[config.mk]
export PLATFORM = sky130hd
export DESIGN_NAME = audio_tdm_tx_flat
export DESIGN_NICKNAME = d
export VERILOG_FILES = /design/src/rtl/audio_tdm_tx_pkg.sv /design/src/rtl/audio_tdm_tx_if.sv /design/src/rtl/audio_tdm_tx_bclk_gen.sv /design/src/rtl/audio_tdm_tx.sv /design/src/flat_wrapper.sv
export SDC_FILE = /design/constraint.sdc
export NUM_CORES = 1
export LEC_CHECK = 0
export CAP_MARGIN = 10
export CELL_PAD_IN_SITES_DETAIL_PLACEMENT = 1
export CELL_PAD_IN_SITES_GLOBAL_PLACEMENT = 1
export CORE_AREA = 3 3 122 124
export CTS_BUF_LIST = sky130_fd_sc_hd__clkbuf_16
export DETAILED_ROUTE_END_ITERATION = 8
export DIE_AREA = 0 0 125 127
export PLACE_DENSITY = 0.74
export SYNTH_ARGS = -nofsm -noshare
export SYNTH_HDL_FRONTEND = slang
export SYNTH_SLANG_ARGS = --single-unit
export TNS_END_PERCENT = 30
[constraint.sdc]
create_clock -name clk_i -period 6.2 [get_ports clk_i]
set_input_delay 0.93 -clock clk_i [delete_from_list [all_inputs] [get_ports clk_i]]
set_output_delay 0.93 -clock clk_i [all_outputs]
set_load 0.02 [all_outputs]
[src/rtl/audio_tdm_tx_pkg.sv]
// Shared definitions for the serial audio transmitter: framing mode codes,
// transmitter state encoding, frame-size helper and parameter legality check.
package audio_pkg;

  // Framing mode codes, sampled on mode_i at each frame load.
  localparam logic AUD_MODE_I2S = 1'b0;
  localparam logic AUD_MODE_LJ  = 1'b1;

  // Transmitter activity: idle until enable is first seen, then running.
  typedef enum logic {
    TX_IDLE = 1'b0,
    TX_RUN  = 1'b1
  } txState_e;

  // Number of sclk periods in one complete frame.
  function automatic int frameBits(input int channels, input int slotW);
    return channels * slotW;
  endfunction

  // Legal parameter combinations: 8..32 bit samples that fit in their slot,
  // an even channel count of 2..8 and a prescale input at least one bit wide.
  function automatic bit paramsLegal(input int sampleW, input int slotW,
                                     input int channels, input int prescaleW);
    return (sampleW >= 8) && (sampleW <= 32) && (slotW >= sampleW) &&
           (channels >= 2) && (channels <= 8) && ((channels % 2) == 0) &&
           (prescaleW >= 1);
  endfunction

endpackage

[src/rtl/audio_tdm_tx_if.sv]
// Frame handshake between the audio mixer (master) and the transmitter (slave).
// One transfer carries a whole frame; channel 0 sits in the LSB field.
interface audio_tdm_tx_if #(
  parameter int DATA_W = 32
);

  logic [DATA_W-1:0] s_data;
  logic              s_valid;
  logic              s_ready;

  modport master (
    output s_data,
    output s_valid,
    input  s_ready
  );

  modport slave (
    input  s_data,
    input  s_valid,
    output s_ready
  );

endinterface

[src/rtl/audio_tdm_tx_bclk_gen.sv]
// Bit clock generator: a phase counter running 0..P that toggles sclk on every
// wrap, giving an sclk period of 2*(P+1) clk. fall_tick_o is high for the one
// clk cycle whose active edge takes sclk from high to low, so the parent can
// advance its bit counter on exactly the same edge the bit clock falls.
module audio_bclk_gen #(
  parameter int PRESCALE_W = 8
) (
  input  logic                  clk_i,
  input  logic                  reset_n_i,
  input  logic                  run_i,
  input  logic                  restart_i,
  input  logic [PRESCALE_W-1:0] prescale_i,
  output logic                  sclk_o,
  output logic                  fall_tick_o
);

  logic [PRESCALE_W-1:0] phaseCnt_q, phaseCnt_d;
  logic                  sclk_q, sclk_d;
  logic                  phaseWrap;

  assign phaseWrap   = run_i && !restart_i && (phaseCnt_q == prescale_i);
  assign fall_tick_o = phaseWrap && sclk_q;
  assign sclk_o      = sclk_q;

  // Next phase/sclk: hold at zero while stopped or restarting, else count and toggle on wrap.
  always_comb begin
    phaseCnt_d = phaseCnt_q;
    sclk_d     = sclk_q;
    if (!run_i || restart_i) begin
      phaseCnt_d = '0;
      sclk_d     = 1'b0;
    end else if (phaseWrap) begin
      phaseCnt_d = '0;
      sclk_d     = !sclk_q;
    end else begin
      phaseCnt_d = phaseCnt_q + PRESCALE_W'(1);
    end
  end

  // Phase counter and bit clock registers.
  always_ff @(posedge clk_i or negedge reset_n_i) begin
    if (!reset_n_i) begin
      phaseCnt_q <= '0;
      sclk_q     <= 1'b0;
    end else begin
      phaseCnt_q <= phaseCnt_d;
      sclk_q     <= sclk_d;
    end
  end

endmodule

[src/rtl/audio_tdm_tx.sv]
// Parametrised I2S / left-justified / TDM serial audio transmitter. Whole
// frames arrive through a one-deep holding buffer; at every frame boundary the
// buffer (or, on underrun, the last frame or silence) is moved into a shift
// register that is clocked out MSB first on the falling edges of sclk.
module audio_tdm_tx #(
  parameter int SAMPLE_W      = 16,
  parameter int SLOT_W        = 16,
  parameter int CHANNELS      = 2,
  parameter int PRESCALE_W    = 8,
  parameter int UNDERRUN_MUTE = 0
) (
  input  logic                  clk_i,
  input  logic                  reset_n_i,
  input  logic                  en_i,
  input  logic                  mode_i,
  input  logic [PRESCALE_W-1:0] prescale_i,
  audio_tdm_tx_if.slave         s_if,
  output logic                  sclk_o,
  output logic                  lrclk_o,
  output logic                  sdata_o,
  output logic                  frame_start_o,
  output logic                  underrun_o,
  output logic [7:0]            underrun_cnt_o
);

  import audio_pkg::*;

  localparam int DATA_W = CHANNELS * SAMPLE_W;
  localparam int FB     = frameBits(CHANNELS, SLOT_W);
  localparam int IDX_W  = $clog2(FB);
  localparam logic [IDX_W-1:0] LAST_IDX = IDX_W'(FB - 1);
  localparam logic [IDX_W-1:0] HALF_IDX = IDX_W'(FB / 2);

  if (!paramsLegal(SAMPLE_W, SLOT_W, CHANNELS, PRESCALE_W)) begin : gBadParams
    $error("audio_tdm_tx: illegal SAMPLE_W/SLOT_W/CHANNELS/PRESCALE_W combination");
  end

  txState_e              state_q;
  logic [DATA_W-1:0]     holdBuf_q;
  logic                  holdFull_q;
  logic [DATA_W-1:0]     lastFrame_q;
  logic [FB-1:0]         shiftReg_q;
  logic [IDX_W-1:0]      bitIdx_q;
  logic                  modeLatch_q;
  logic [PRESCALE_W-1:0] prescaleLatch_q;
  logic                  lrclk_q;
  logic                  sdata_q;
  logic                  frameStart_q;
  logic                  underrun_q;
  logic [7:0]            underrunCnt_q;

  logic                  accept;
  logic                  startLoad;
  logic                  wrapLoad;
  logic                  frameLoad;
  logic                  fallTick;
  logic [IDX_W-1:0]      bitIdxNext;
  logic [FB-1:0]         holdStream;
  logic [FB-1:0]         lastStream;
  logic [FB-1:0]         loadStream;

  assign s_if.s_ready = !holdFull_q;
  assign accept       = s_if.s_valid && !holdFull_q;

  // A frame loads either on the first cycle enable is seen, or when the last
  // bit of the current frame ends on an sclk falling edge.
  assign startLoad  = en_i && (state_q == TX_IDLE);
  assign wrapLoad   = en_i && fallTick && (bitIdx_q == LAST_IDX);
  assign frameLoad  = startLoad || wrapLoad;
  assign bitIdxNext = bitIdx_q + IDX_W'(1);

  audio_bclk_gen #(
    .PRESCALE_W (PRESCALE_W)
  ) uBclkGen (
    .clk_i       (clk_i),
    .reset_n_i   (reset_n_i),
    .run_i       (en_i),
    .restart_i   (startLoad),
    .prescale_i  (prescaleLatch_q),
    .sclk_o      (sclk_o),
    .fall_tick_o (fallTick)
  );

  // Lay the sample fields out as a serial stream: stream bit 0 (channel 0 MSB)
  // at the top of the vector, each slot padded with zeros below the sample.
  always_comb begin
    holdStream = '0;
    lastStream = '0;
    for (int c = 0; c < CHANNELS; c++) begin
      holdStream[FB-1-c*SLOT_W -: SAMPLE_W] = holdBuf_q[c*SAMPLE_W +: SAMPLE_W];
      lastStream[FB-1-c*SLOT_W -: SAMPLE_W] = lastFrame_q[c*SAMPLE_W +: SAMPLE_W];
    end
    if (holdFull_q) begin
      loadStream = holdStream;
    end else if (UNDERRUN_MUTE != 0) begin
      loadStream = '0;
    end else begin
      loadStream = lastStream;
    end
  end

  // Holding buffer, frame loading, serialisation and all registered outputs.
  always_ff @(posedge clk_i or negedge reset_n_i) begin
    if (!reset_n_i) begin
      state_q         <= TX_IDLE;
      holdBuf_q       <= '0;
      holdFull_q      <= 1'b0;
      lastFrame_q     <= '0;
      shiftReg_q      <= '0;
      bitIdx_q        <= '0;
      modeLatch_q     <= AUD_MODE_I2S;
      prescaleLatch_q <= '0;
      lrclk_q         <= 1'b0;
      sdata_q         <= 1'b0;
      frameStart_q    <= 1'b0;
      underrun_q      <= 1'b0;
      underrunCnt_q   <= '0;
    end else begin
      frameStart_q <= 1'b0;
      underrun_q   <= 1'b0;

      if (accept) begin
        holdBuf_q  <= s_if.s_data;
        holdFull_q <= 1'b1;
      end else if (frameLoad && holdFull_q) begin
        holdFull_q <= 1'b0;
      end

      if (!en_i) begin
        state_q  <= TX_IDLE;
        bitIdx_q <= '0;
        lrclk_q  <= 1'b0;
        sdata_q  <= 1'b0;
      end else if (frameLoad) begin
        state_q         <= TX_RUN;
        bitIdx_q        <= '0;
        lrclk_q         <= 1'b0;
        modeLatch_q     <= mode_i;
        prescaleLatch_q <= prescale_i;
        shiftReg_q      <= loadStream;
        frameStart_q    <= 1'b1;
        if (holdFull_q) begin
          lastFrame_q <= holdBuf_q;
        end else begin
          underrun_q <= 1'b1;
          if (underrunCnt_q != 8'hFF) begin
            underrunCnt_q <= underrunCnt_q + 8'd1;
          end
        end
        // I2S bit 0 repeats the previous frame's final bit (zero after idle).
        if (mode_i == AUD_MODE_LJ) begin
          sdata_q <= loadStream[FB-1];
        end else if (state_q == TX_RUN) begin
          sdata_q <= shiftReg_q[FB-1];
        end else begin
          sdata_q <= 1'b0;
        end
      end else if (fallTick) begin
        bitIdx_q   <= bitIdxNext;
        lrclk_q    <= (bitIdxNext >= HALF_IDX);
        shiftReg_q <= shiftReg_q << 1;
        if (modeLatch_q == AUD_MODE_LJ) begin
          sdata_q <= shiftReg_q[FB-2];
        end else begin
          sdata_q <= shiftReg_q[FB-1];
        end
      end
    end
  end

  assign lrclk_o        = lrclk_q;
  assign sdata_o        = sdata_q;
  assign frame_start_o  = frameStart_q;
  assign underrun_o     = underrun_q;
  assign underrun_cnt_o = underrunCnt_q;

endmodule

[src/flat_wrapper.sv]
// flat-port wrapper written by rule: the top's interface ports become plain ports
module audio_tdm_tx_flat import audio_pkg::*;
#(
  parameter int SAMPLE_W      = 16,
  parameter int SLOT_W        = 16,
  parameter int CHANNELS      = 2,
  parameter int PRESCALE_W    = 8,
  parameter int UNDERRUN_MUTE = 0
)
  (clk_i, reset_n_i, en_i, mode_i, prescale_i, sclk_o, lrclk_o, sdata_o, frame_start_o, underrun_o, underrun_cnt_o, s_if_s_data, s_if_s_valid, s_if_s_ready);
  audio_tdm_tx_if #(.DATA_W(32)) s_if_i ();
  input  logic clk_i;
  input  logic reset_n_i;
  input  logic en_i;
  input  logic mode_i;
  input  logic [PRESCALE_W-1:0] prescale_i;
  output logic sclk_o;
  output logic lrclk_o;
  output logic sdata_o;
  output logic frame_start_o;
  output logic underrun_o;
  output logic [7:0] underrun_cnt_o;
  input wire logic [$bits(s_if_i.s_data)-1:0] s_if_s_data;
  input wire logic [$bits(s_if_i.s_valid)-1:0] s_if_s_valid;
  output wire logic [$bits(s_if_i.s_ready)-1:0] s_if_s_ready;
  assign s_if_i.s_data = s_if_s_data;
  assign s_if_i.s_valid = s_if_s_valid;
  assign s_if_s_ready = s_if_i.s_ready;
  audio_tdm_tx #(.SAMPLE_W(SAMPLE_W), .SLOT_W(SLOT_W), .CHANNELS(CHANNELS), .PRESCALE_W(PRESCALE_W), .UNDERRUN_MUTE(UNDERRUN_MUTE)) u_core (.clk_i(clk_i), .reset_n_i(reset_n_i), .en_i(en_i), .mode_i(mode_i), .prescale_i(prescale_i), .s_if(s_if_i), .sclk_o(sclk_o), .lrclk_o(lrclk_o), .sdata_o(sdata_o), .frame_start_o(frame_start_o), .underrun_o(underrun_o), .underrun_cnt_o(underrun_cnt_o));
endmodule
==> results.env <==
TIMING.CRITICAL_PATH.SLOWEST_CELL_DELAY_NS=0.89
MOST_COMMON_FLOP_CELL_MAPPED_BY_YOSYS='dfrtp_1'
DR_WL_MET3_UM=407
ROUTE.VIAS.TOTAL=4051
AREA_GROW_SYN2LAYOUT_PCT=20.8
FINALWEIGHTEDCONGESTION=0.714
TRITONCTS.NUM_BUFFERS=17
FINAL.PERIOD_UTILIZATION_PCT=55.9
TIMING.MAX_CAP.VIOLATIONS=0
RUN_STATUS='finished clean'
DRC=0
DIEWIDTH_UM=125
WL_MET1_UM=5770
POST_CTS_BUFFERS=0
FINAL.SETUP.TNS_NS=0
FINAL_NUMBER_OF_MAX_TRANSITION_VIOLATIONS=0
NUMBER_OF_ANTENNA_VIOLATIONS_AT_THE_FIRST_CHECK_IN_GLOBAL_ROUTING=0
POSTSYNTHREGISTERBITS=132
LARGEST_NET_DEGREE_AT_THE_START_OF_GLOBAL_ROUTING=84
ROUTEDWLPERCELL_UM=17.5
YOSYS_WARNINGS=0
SYNTHDOMINANTAREACELLTYPE='dfrtp_1'
CTSHOLDBUFFERS=0
PATH_CLK_SLEW_NS=0.06
PORT_BUFFERS=58
CRIT_PATH_CELL_TRACE='clkdlybuf4s50_1 -> and3_1 -> a41o_2 -> nand2_4 -> mux2_4'
DIE_SPAN_Y_UM=127
CRITICAL_PATH.STARTPOINT_TYPE='input port'
CPLARGESTDELAYFAMILY='compound AO/OA/AOI/OAI gates'
NETLIST_AREA_SQ_UM=6200
FINALHOLDWORSTSLACK_NS=0.492
TIMING.CLOCK.SKEW_NS=0.00754
GRTUSAGETOTAL_PCT=17.7
FIN_CRIT_NS=3.46
ROOT_BUFFER='clkbuf_16'
STD_CELL_ROWS=43
MAXIMUM_VDD_IR_DROP_mV=0.217
INITIAL_CORE_UTIL_PCT=44.6
POWER-PER-CELL-AREA_nW_PER_UM2=418
CLOCK-SINKS=132
MAX_SLEW_MARGIN_PCT=24.2
CP_DATA_ARRIVAL_TIME_NS=3.76
YOSYSMOSTFREQUENTCELL='dfrtp_1'
CELL_TYPES_OCCUPYING_THE_MOST_AREA_AFTER_SYNTHESIS='dfrtp_1 53%, mux2_2 14%, mux2_4 7.3%'
CRIT_FANOUT=53
AVGVIACOUNTPERCELL=5.44
CTS-ROOT-TO-SINK-BUFFERS=2
SLOWEST_STAGE='a41o_2'
WORST-SETUP-PATH-TYPE='in2reg'
GRT_FIRST_PASS_WIRELENGTH_UM=22900
HPWLAFTERDP_UM=8040
DRTITER0DRC=207
FINAL-HOLD-VIOLATION-COUNT=0
MAXCLOCKFREQUENCY_GHz=0.289
YS_ASYNC_SR_FRACTION_PCT=100
DRT_FIRST_PASS_ITERS=4
ANTENNA-DIODE-COUNT=0
DRTANTENNAVIOLNETS=0
NETS=601
POSTCTSRESIZEDCELLS=0
POST_ROUTE_CELLS_DRIVE_ABOVE_1_SHARE_PCT=26.2
CRITICAL_PATH.N_BUFFERS_INVERTERS=1
DRT-TOTAL-WL_UM=13100
REQUIRED_TIME_REPORTED_FOR_THE_CRITICAL_PATH_ENDPOINT_NS=6.50
DIE_AREA_SQ_UM=15900
CRITPATHCAPTURETYPE='register'
NETLIST-CELL-TYPE-COUNT=40
IOPINCOUNT=59
SYN_INST=507
SYN_AREA_PER_CELL_SQ_UM=12.2
SEQ_AREA_FRAC_SYNTH_PCT=53.3
FILLERINSTANCES=1439
TRANSITION_TIME_AT_THE_PIN_WITH_THE_LEAST_SLEW_MARGIN_NS=1.14
SYNTH.CELLS.MOST_FREQUENT='132 x dfrtp_1, 75 x mux2_2, 64 x nand2_1, 40 x nand3_1, 30 x mux2_4'
FINALSETUPVIOLATIONS=0
FIRST_GLOBAL_VIAS=4554
CTS.HTREE.LEVELS=4
DR_WL_MET2_UM=6770
TIMING.HOLD.WORST.CLASS='reg2reg'
UNREPAIRED_SETUP_ENDPOINTS_AFTER_GLOBAL_ROUTING='false'
TOTAL_LEAKAGE_POWER_nW=3.26
CLK_LAT_WORST_SKEW_NS=0.42
COREAREA_SQ_UM=13900
TRITONCTS_CLOCK_TREE='built'
TOPROUTINGLAYERUSED='met4'
SYNTH_FP_NETS=556
GR-TOTAL-OVERFLOW=0
SYNTH_EDF_COUNT=0
NETLIST.AREA_LEADER.SHARE_PCT=53.3
final timing paths:
kind | startpoint | end | slack (ns) | cells past startpoint
max in group asynchronous | reset_n_i | u_core.shiftReg_q[11] | 4.20 | 2
min in group asynchronous | reset_n_i | u_core.holdBuf_q[1] | 0.72 | 1
worst min-delay path | u_core.underrun_cnt_o[4] | u_core.underrun_cnt_o[4] | 0.49 | 1
worst max-delay path | en_i | u_core.lastFrame_q[13] | 2.74 | 5
worst min register to register | u_core.underrun_cnt_o[4] | u_core.underrun_cnt_o[4] | 0.49 | 1
worst max register to register | u_core.bitIdx_q[0] | u_core.lastFrame_q[13] | 3.00 | 7
placed cells by master, fill, tap and decap left out, types with 5 or more instances in the layout:
master	Yosys	final
and3_1	9	9
buf_4	2	5
clkbuf_16	0	17
clkdlybuf4s50_1	0	57
clkinv_2	0	6
dfrtp_1	132	132
mux2_2	75	75
mux2_4	30	30
mux2i_1	7	7
nand2_1	64	64
nand3_1	40	40
nand4_1	5	5
nor2_1	15	15
nor2b_1	6	5
o311ai_0	24	24
o311ai_1	7	7
xnor2_1	8	8
xor2_1	12	12
sequential cells by signal, summed over array words and instances (netlist names), 4 cells and up:
name                        cells
u_core.bitIdx_q                 4
u_core.holdBuf_q               32
u_core.lastFrame_q             32
u_core.prescaleLatch_q          8
u_core.shiftReg_q              32
u_core.uBclkGen.phaseCnt_q      8
u_core.underrun_cnt_o           8
metal layers:
metal | track usage (%) | up-vias
met5 | 0 | -
met4 | 4.97 | 0
met3 | 4.56 | 10
met2 | 30.7 | 50
met1 | 22.0 | 2091
li1 | - | 1900
cells by family after synthesis:
kind of cell             count (synthesis)  share of synthesized area, %
multiplexers                           112                          22.0
AND/OR/NAND/NOR                        154                          12.1
XOR/XNOR                                20                          2.83
flip-flops                             132                          53.3
buffers and inverters                   40                          2.99
adder cells (fa/ha/maj)                  4                         0.808
AO/OA/AOI/OAI                           45                          5.94
where the power goes:
part | internal [W] | leakage (nW) | total [W] | switching, W
clock network | 0.000667 | 0.294 | 0.00104 | 0.000373
registers | 0.00115 | 1.62 | 0.00135 | 0.000196
logic | 0.000458 | 1.34 | 0.000741 | 0.000283
total | 0.00228 | 3.26 | 0.00313 | 0.000852
stage by stage:
step	setup slack [ns]	total power, W	util (%)	cell area [sq um]	std cells
after floorplan	4.00	0.00187	-	6200	507
after global placement	2.39	0.00205	49.5	6870	713
after detailed placement	2.28	0.00211	49.5	6870	713
after CTS	2.71	0.00318	53.9	7480	745
after global routing	2.47	0.00332	53.9	7480	745
final	2.74	0.00313	53.9	7480	745
worst reg2reg max path: stages, from the launching register on:
cell     delay (ns)
dfrtp_1        0.39
ha_1           0.20
and3_1         0.17
ha_1           0.15
and3_1         0.19
a41o_2         0.89
nand2_4        0.61
mux2_4         0.47
cell type report:
cell class              instances  area [sq um]  area share [%]
flip-flops and latches        132          3300            44.1
multi-input cells             335          2720            36.3
repair buffers                 62           608            8.12
clock buffers                  17           425            5.68
well taps                     180           225            3.01
clock inverters                15           189            2.52
inverters                       4          15.0           0.201
No activity file was read; power rests on OpenSTA's default activity.
